<file path="src/rtl/request_encoder.sv">
// Sequential 8-to-3 priority encoder: sticky pending register feeding a two-state
// grant FSM that presents the highest-index pending request until acknowledged.
module request_encoder (
  input  logic       clk,
  input  logic       reset,
  input  logic       en,
  input  logic [7:0] req,
  input  logic       ack,
  output logic [2:0] code,
  output logic       valid,
  output logic [7:0] pending
);

  typedef enum logic {
    IDLE    = 1'b0,
    PRESENT = 1'b1
  } state_t;

  state_t     state, state_next;
  logic [2:0] code_next;
  logic       valid_next;
  logic [7:0] pending_next;
  logic [7:0] clr;

  // Index of the most significant set bit; callers guarantee v is non-zero.
  function automatic logic [2:0] highest_index(input logic [7:0] v);
    logic [2:0] idx;
    idx = 3'd0;
    for (int i = 0; i < 8; i++) begin
      if (v[i]) idx = 3'(i);
    end
    return idx;
  endfunction

  always_comb begin
    // NOTE: every combinational output gets a default first so no path infers a latch.
    state_next = state;
    code_next  = code;
    valid_next = valid;
    clr        = 8'h00;

    unique case (state)
      IDLE: begin
        if (pending != 8'h00) begin
          code_next  = highest_index(pending);
          valid_next = 1'b1;
          state_next = PRESENT;
        end else begin
          valid_next = 1'b0;
        end
      end
      PRESENT: begin
        // The grant is frozen here; a higher-priority arrival waits for the next IDLE pass.
        if (ack) begin
          clr        = 8'h01 << code;
          valid_next = 1'b0;
          state_next = IDLE;
        end
      end
      default: begin
        state_next = IDLE;
        valid_next = 1'b0;
      end
    endcase

    // Set after clear so a request re-arriving on its own ack edge survives.
    pending_next = (pending & ~clr) | (en ? req : 8'h00);
  end

  // NOTE: sequential state uses non-blocking assignments so all registers update together.
  always_ff @(posedge clk or posedge reset) begin
    if (reset) begin
      state   <= IDLE;
      code    <= 3'd0;
      valid   <= 1'b0;
      pending <= 8'h00;
    end else begin
      state   <= state_next;
      code    <= code_next;
      valid   <= valid_next;
      pending <= pending_next;
    end
  end

endmodule

</file>
<file path="config.mk">
export PLATFORM = sky130hd
export DESIGN_NAME = request_encoder
export DESIGN_NICKNAME = d
export VERILOG_FILES = /design/src/rtl/request_encoder.sv
export SDC_FILE = /design/constraint.sdc
export NUM_CORES = 1
export LEC_CHECK = 0
export BUFFER_PORTS_ARGS = -buffer_cell sky130_fd_sc_hd__buf_2
export CAP_MARGIN = 20
export CORE_AREA = 2 2 39 41
export DETAILED_ROUTE_END_ITERATION = 12
export DIE_AREA = 0 0 41 43
export MAX_ROUTING_LAYER = met4
export PLACE_DENSITY = 0.76
export SYNTH_ARGS = -nofsm -noshare
export SYNTH_HDL_FRONTEND = slang
export SYNTH_SLANG_ARGS = --single-unit
export TNS_END_PERCENT = 100
</file>
<file path="constraint.sdc">
create_clock -name clk -period 2.5 [get_ports clk]
set_input_delay 0.375 -clock clk [delete_from_list [all_inputs] [get_ports clk]]
set_output_delay 0.375 -clock clk [all_outputs]
set_load 0.005 [all_outputs]
</file>
==> results of run 1 <==
synth_stat cells (all sizes together) (2+ instances only):
cell / count / area, µm²
nand2b: 2 / 12.51
inv: 4 / 15.01
dfrtp: 13 / 325.3
o21ai: 8 / 40.04
o31ai: 2 / 15.01
nor3: 2 / 10.01
nor2: 2 / 7.510
a21oi: 4 / 23.77
nor4: 2 / 42.54
nand2: 17 / 63.81
power by group:
group          leakage (µW)  total, µW  internal (µW)  switching, µW
Sequential         0.000127        368            273           95.7
Combinational      0.000203        211            107            104
Clock             0.0000150        129           61.7           66.8
Total              0.000346        708            441            266
path summary, 6_finish.rpt:
path / endpoint / slack (ns) / depth (start not counted)
setup / recovery: pending[6] / 1.21 / 1
hold / removal: pending[0] / 0.10 / 2
setup reg to reg: valid / 1.28 / 3
hold reg to reg: valid / 0.53 / 1
max in group asynchronous: pending[5] / 2.07 / 2
min in group clk: pending[0] / 0.29 / 3
stage by stage:
| stage | std cells | total power (µW) | cell area (µm²) | worst slack (ns) |
|---|---|---|---|---|
| after floorplan | 63 | 481.1 | 605.6 | 1.326 |
| after global placement | 101 | 580.2 | 737.0 | 1.317 |
| after detailed placement | 101 | 585.0 | 737.0 | 1.290 |
| after CTS | 105 | 714.8 | 763.2 | 1.199 |
| after global routing | 105 | 767.6 | 763.2 | 1.133 |
| final | 105 | 707.5 | 763.2 | 1.214 |
routing by layer:
layer | GRT usage, % | wire length [µm]
met5 | - | 0
met4 | 8.000 | 0
met3 | 3.141 | 53
met2 | 25.94 | 596
met1 | 25.17 | 616
worst reg2reg max path, delay by kind of cell, from the launching register on:
family	cells	cell delay, ns
flip-flops	1	0.44
AO/OA/AOI/OAI	2	0.36
AND/OR/NAND/NOR	1	0.32
registers in the layout, indices dropped and copies added, names as in the netlist:
register	count
code	3
pending	8
state	1
valid	1
cell families after synthesis:
group                  Yosys count
buffers and inverters            5
flip-flops                      13
AND/OR/NAND/NOR                 27
AO/OA/AOI/OAI                   18
area by class of cell:
type	count	area, µm²	share of cell area, %
well taps	16	20.02	2.623
flip-flops and latches	13	325.3	42.62
inverters	4	15.01	1.967
clock buffers	4	26.28	3.443
multi-input cells	45	261.5	34.26
repair buffers	23	115.1	15.08
==> reports/results.ini, run 1 <==
[timing]
min_period_over_period_pct=51.44
hold_ws_ns=0.1042
hold_viol_final=0
fin_skew_ns=0.003766
relSlewSlack_pct=67.79
fin_crit_ns=1.286
fmax_ghz=0.7777
rsz0062_at_grt=false
setup-violations-final=0
drv_slew=0
tightest_slew_ns=0.4827
setup_tns_ns=0

[clock_network]
cts_tree=built
cts_made_buffers=3
clock-sinks=13
postCtsHoldBufs=0
insertion_delay_ns=0.27
cts_resized=0
cts-root-buf=clkbuf_4
cts.htree.levels=1
cts_setup_buffers=0
clk_pin_slew_worst_paths_ns=0.08
clockBufferDepth=2

[layout]
final_cell_mix=buf_2, nand2_1, dfrtp_1
syn_to_final_growth_pct=26.03
final_nets=102
fillerInstances=137
n_antenna_cell=0
fin_util_pct=55.15
drive_above_1_share_pct=34.83
final_common_cell=buf_2

[floorplan]
io_pins=24
die_area_mm2=0.001763
die_h_um=43
start_util_pct=43.76
core_region_area_mm2=0.001384
die_w_um=41
rows=14

[route]
num_vias=520
drt.antenna.violating_nets=0
wl_per_cell_um=12.05
drtIter0Drc=3
vias_per_cell=4.952
wirelength_mm=1.265
drc=0
dr.pass1.iters=2

[setup_path]
worstPathMaxFanout=6
path_cells=buf_2
r2r_start=pending[5]
crit_start=pending[6]
cp_data_arrival_time_ns=0.91
worst_path_max_delay_cell=dfrtp_1
required_ns=2.12
cpPeakStageDelay_ns=0.48
critical_path.top_delay_family=flip-flops
path_class=reg2out
endpoint_kind=output port
worstSetupStartpointType=flop
cp_num_buf_inv=1

[global_routing]
grt-ovfl-total=0
grtUsageTotal_pct=18.35
grt_first_pass_wirelength_mm=2.159
first_global_vias=535
antenna_found_initial=0
grt_start_max_net_pins=14

[logic_synthesis]
synthSimpleGateAreaFrac_pct=24.59
ys_async_sr_fraction_pct=100.0
synth_ff_type=dfrtp_1
synth-adder-area-share_pct=0
syn_inst=63
avgSynthCellArea_um2=9.612
synth_area_um2=605.6
synth-edff-count=0
synthDistinctLibCells=18
synth_compound_area_share_pct=18.60
ys.warnings.count=0
synth_xor_area_share_pct=0
ys_ff_latch=13
ys_seq_area_share_pct=53.72
synth_top_family_by_area=simple AND/OR/NAND/NOR gates
synth.area.mux_share_pct=0
synth_nets=75

[job]
drv_cap=0

[worst_hold_path]
hold_class=in2async

[power_and_ir_drop]
power.density_mw_per_mm2=927.0
vdd.ir_drop.worst_v=0.0005202
leakagePower_uw=0.0003456

[run_status]
status=finished clean

[place]
globalplace.congestion=0.8536
hpwl_um=969.6
portBuffers=23

No activity file was read; power rests on OpenSTA's default activity.
==> inputs of run 2 (changes only) <==
- CORE_AREA: 2 2 39 41 -> not set
- CORE_MARGIN: not set -> 2
- CORE_UTILIZATION: not set -> 45
- DIE_AREA: 0 0 41 43 -> not set
- PLACE_DENSITY: 0.76 -> 0.75
- clock period: 2.5 -> 1.22 ns (I/O delays scaled with it)
==> reports/results.ini, run 2 (same netlist as run 1, synthesis figures left out) <==
[run_status]
status=finished clean

[power_and_ir_drop]
power.density_mw_per_mm2=1880
p_int_uw=967.0
p_clk_share_pct=17.4
p_sw_uw=571.5
total_power_uw=1539
seqPwrFrac_pct=47.6
power_frac_comb_pct=35.0
switching_share_pct=37.15
vdd.ir_drop.worst_v=0.0008340
leakagePower_uw=0.0003750

[floorplan]
die_area_mm2=0.001655
start_util_pct=47.13
die_w_um=40.69
die_h_um=40.69
rows=13
core_region_area_mm2=0.001285
io_pins=24

[timing]
rsz0062_at_grt=true
hold_ws_ns=0.09028
fmax_ghz=0.8362
hold_viol_final=0
relSlewSlack_pct=67.20
fin_crit_ns=1.196
min_period_over_period_pct=98.02
tightest_slew_ns=0.4915
setup-violations-final=0
drv_slew=0
setup_tns_ns=0
fin_skew_ns=0.001039

[global_routing]
grt-ovfl-total=0
grtUsageTotal_pct=24.65
grt_start_max_net_pins=14
grt_first_pass_wirelength_mm=2.484
first_global_vias=584
antenna_found_initial=0

[setup_path]
endpoint_kind=flop
critical_path.top_delay_family=flip-flops
r2r_end=valid
ff2ff_setup_slack_ns=0.02
worstPathMaxFanout=6
worst_path_max_delay_cell=dfrtp_1
required_ns=1.40
r2r_start=pending[5]
reg2reg_depth=3
worstSetupStartpointType=flop
cp_num_buf_inv=0
cp_data_arrival_time_ns=1.37
path_class=reg2reg
path_cells=nor4_4 > a21oi_2 > a31o_2
crit_start=pending[5]
cpPeakStageDelay_ns=0.41

[layout]
final_nets=109
fin_util_pct=63.68
final_cell_mix=buf_2, nand2_1, dfrtp_1
largest-register=pending
largest_register_ffs=8
n_antenna_cell=0
fin_cells=111
final_common_cell=buf_2
largest_registers=pending: 8 flops, code: 3 flops
syn_to_final_growth_pct=35.12
drive_above_1_share_pct=39.58

[clock_network]
clk_pin_slew_worst_paths_ns=0.08
cts_made_buffers=3
cts.htree.levels=1
insertion_delay_ns=0.28
cts-root-buf=clkbuf_4
clock-sinks=13
cts_tree=built
clockBufferDepth=2
cts_setup_buffers=0

[worst_hold_path]
hold_class=in2reg
holdPathStages=3
hold_end=pending[0]
min_from=req[0]

[place]
globalplace.congestion=0.8027
portBuffers=23
hpwl_mm=1.093
dp_cells=106

[route]
dr.pass1.iters=1
wl_per_cell_um=12.72
drc=0
drt.antenna.violating_nets=0
vias_per_cell=5.270
num_vias=585
wirelength_mm=1.412
drtIter0Drc=0

[job]
drv_cap=0

[run 2: changes by cell type in the layout (fill, tap and decap cells not counted), sizes merged]
cell and delta:
dlygate4sd3 +1, buf +6
[run 2: routing by layer]
| layer | track usage (%) | wire [µm] | vias up |
|---|---|---|---|
| met1 | 26.37 | 595 | 281 |
| met4 | 12.50 | 29 | 0 |
| met3 | 7.609 | 85 | 3 |
| li1 | - | - | 282 |
| met2 | 40.87 | 701 | 19 |
| met5 | - | 0 | - |
[run 2: metrics by stage]
step,instance area [µm²],setup slack [ns]
after floorplan,605.6,0.04585
after global placement,780.7,0.06530
after detailed placement,780.7,0.02962
after CTS,817.0,0.01753
after global routing,818.3,-0.04752
final,818.3,0.02415
[run 2: worst min-delay path: cells and delay by family]
kind | cells | cell delay (ns)
buffers and inverters | 1 | 0.07
AND/OR/NAND/NOR | 2 | 0.08
[run 2: power by group through the flow]
| stage | Sequential (µW) | Clock (µW) | Combinational [µW] |
|---|---|---|---|
| floorplan | 740 | 0 | 246 |
| global placement | 730 | 0 | 526 |
| detailed placement | 737 | 0 | 540 |
| CTS | 729 | 278 | 544 |
| global route | 756 | 296 | 618 |
| finish | 732 | 268 | 539 |
[run 2: how the worst max path moves through the flow]
stage,to,depth (start not counted),slack (ns)
2_1_floorplan,valid,3,0.05
3_3_place_gp,valid,3,0.07
3_5_place_dp,valid,3,0.03
4_1_cts,valid,3,0.02
5_1_grt,valid,3,-0.05
6_report,valid,3,0.02
[run 2: what timing repair did]
item,CTS,global route
resized for setup,0,1
hold buffers,1,0
hold endpoints to repair,13,0
setup endpoints to repair,0,3
[run 2: final cells by class]
cell class / instances / area (µm²)
Fill cell: 119 / 466.7
Sequential cell: 13 / 326.6
Multi-Input combinational cell: 45 / 261.5
Timing Repair Buffer: 30 / 170.2
Inverter: 4 / 15.01
Clock buffer: 4 / 26.28
Tap cell: 15 / 18.77
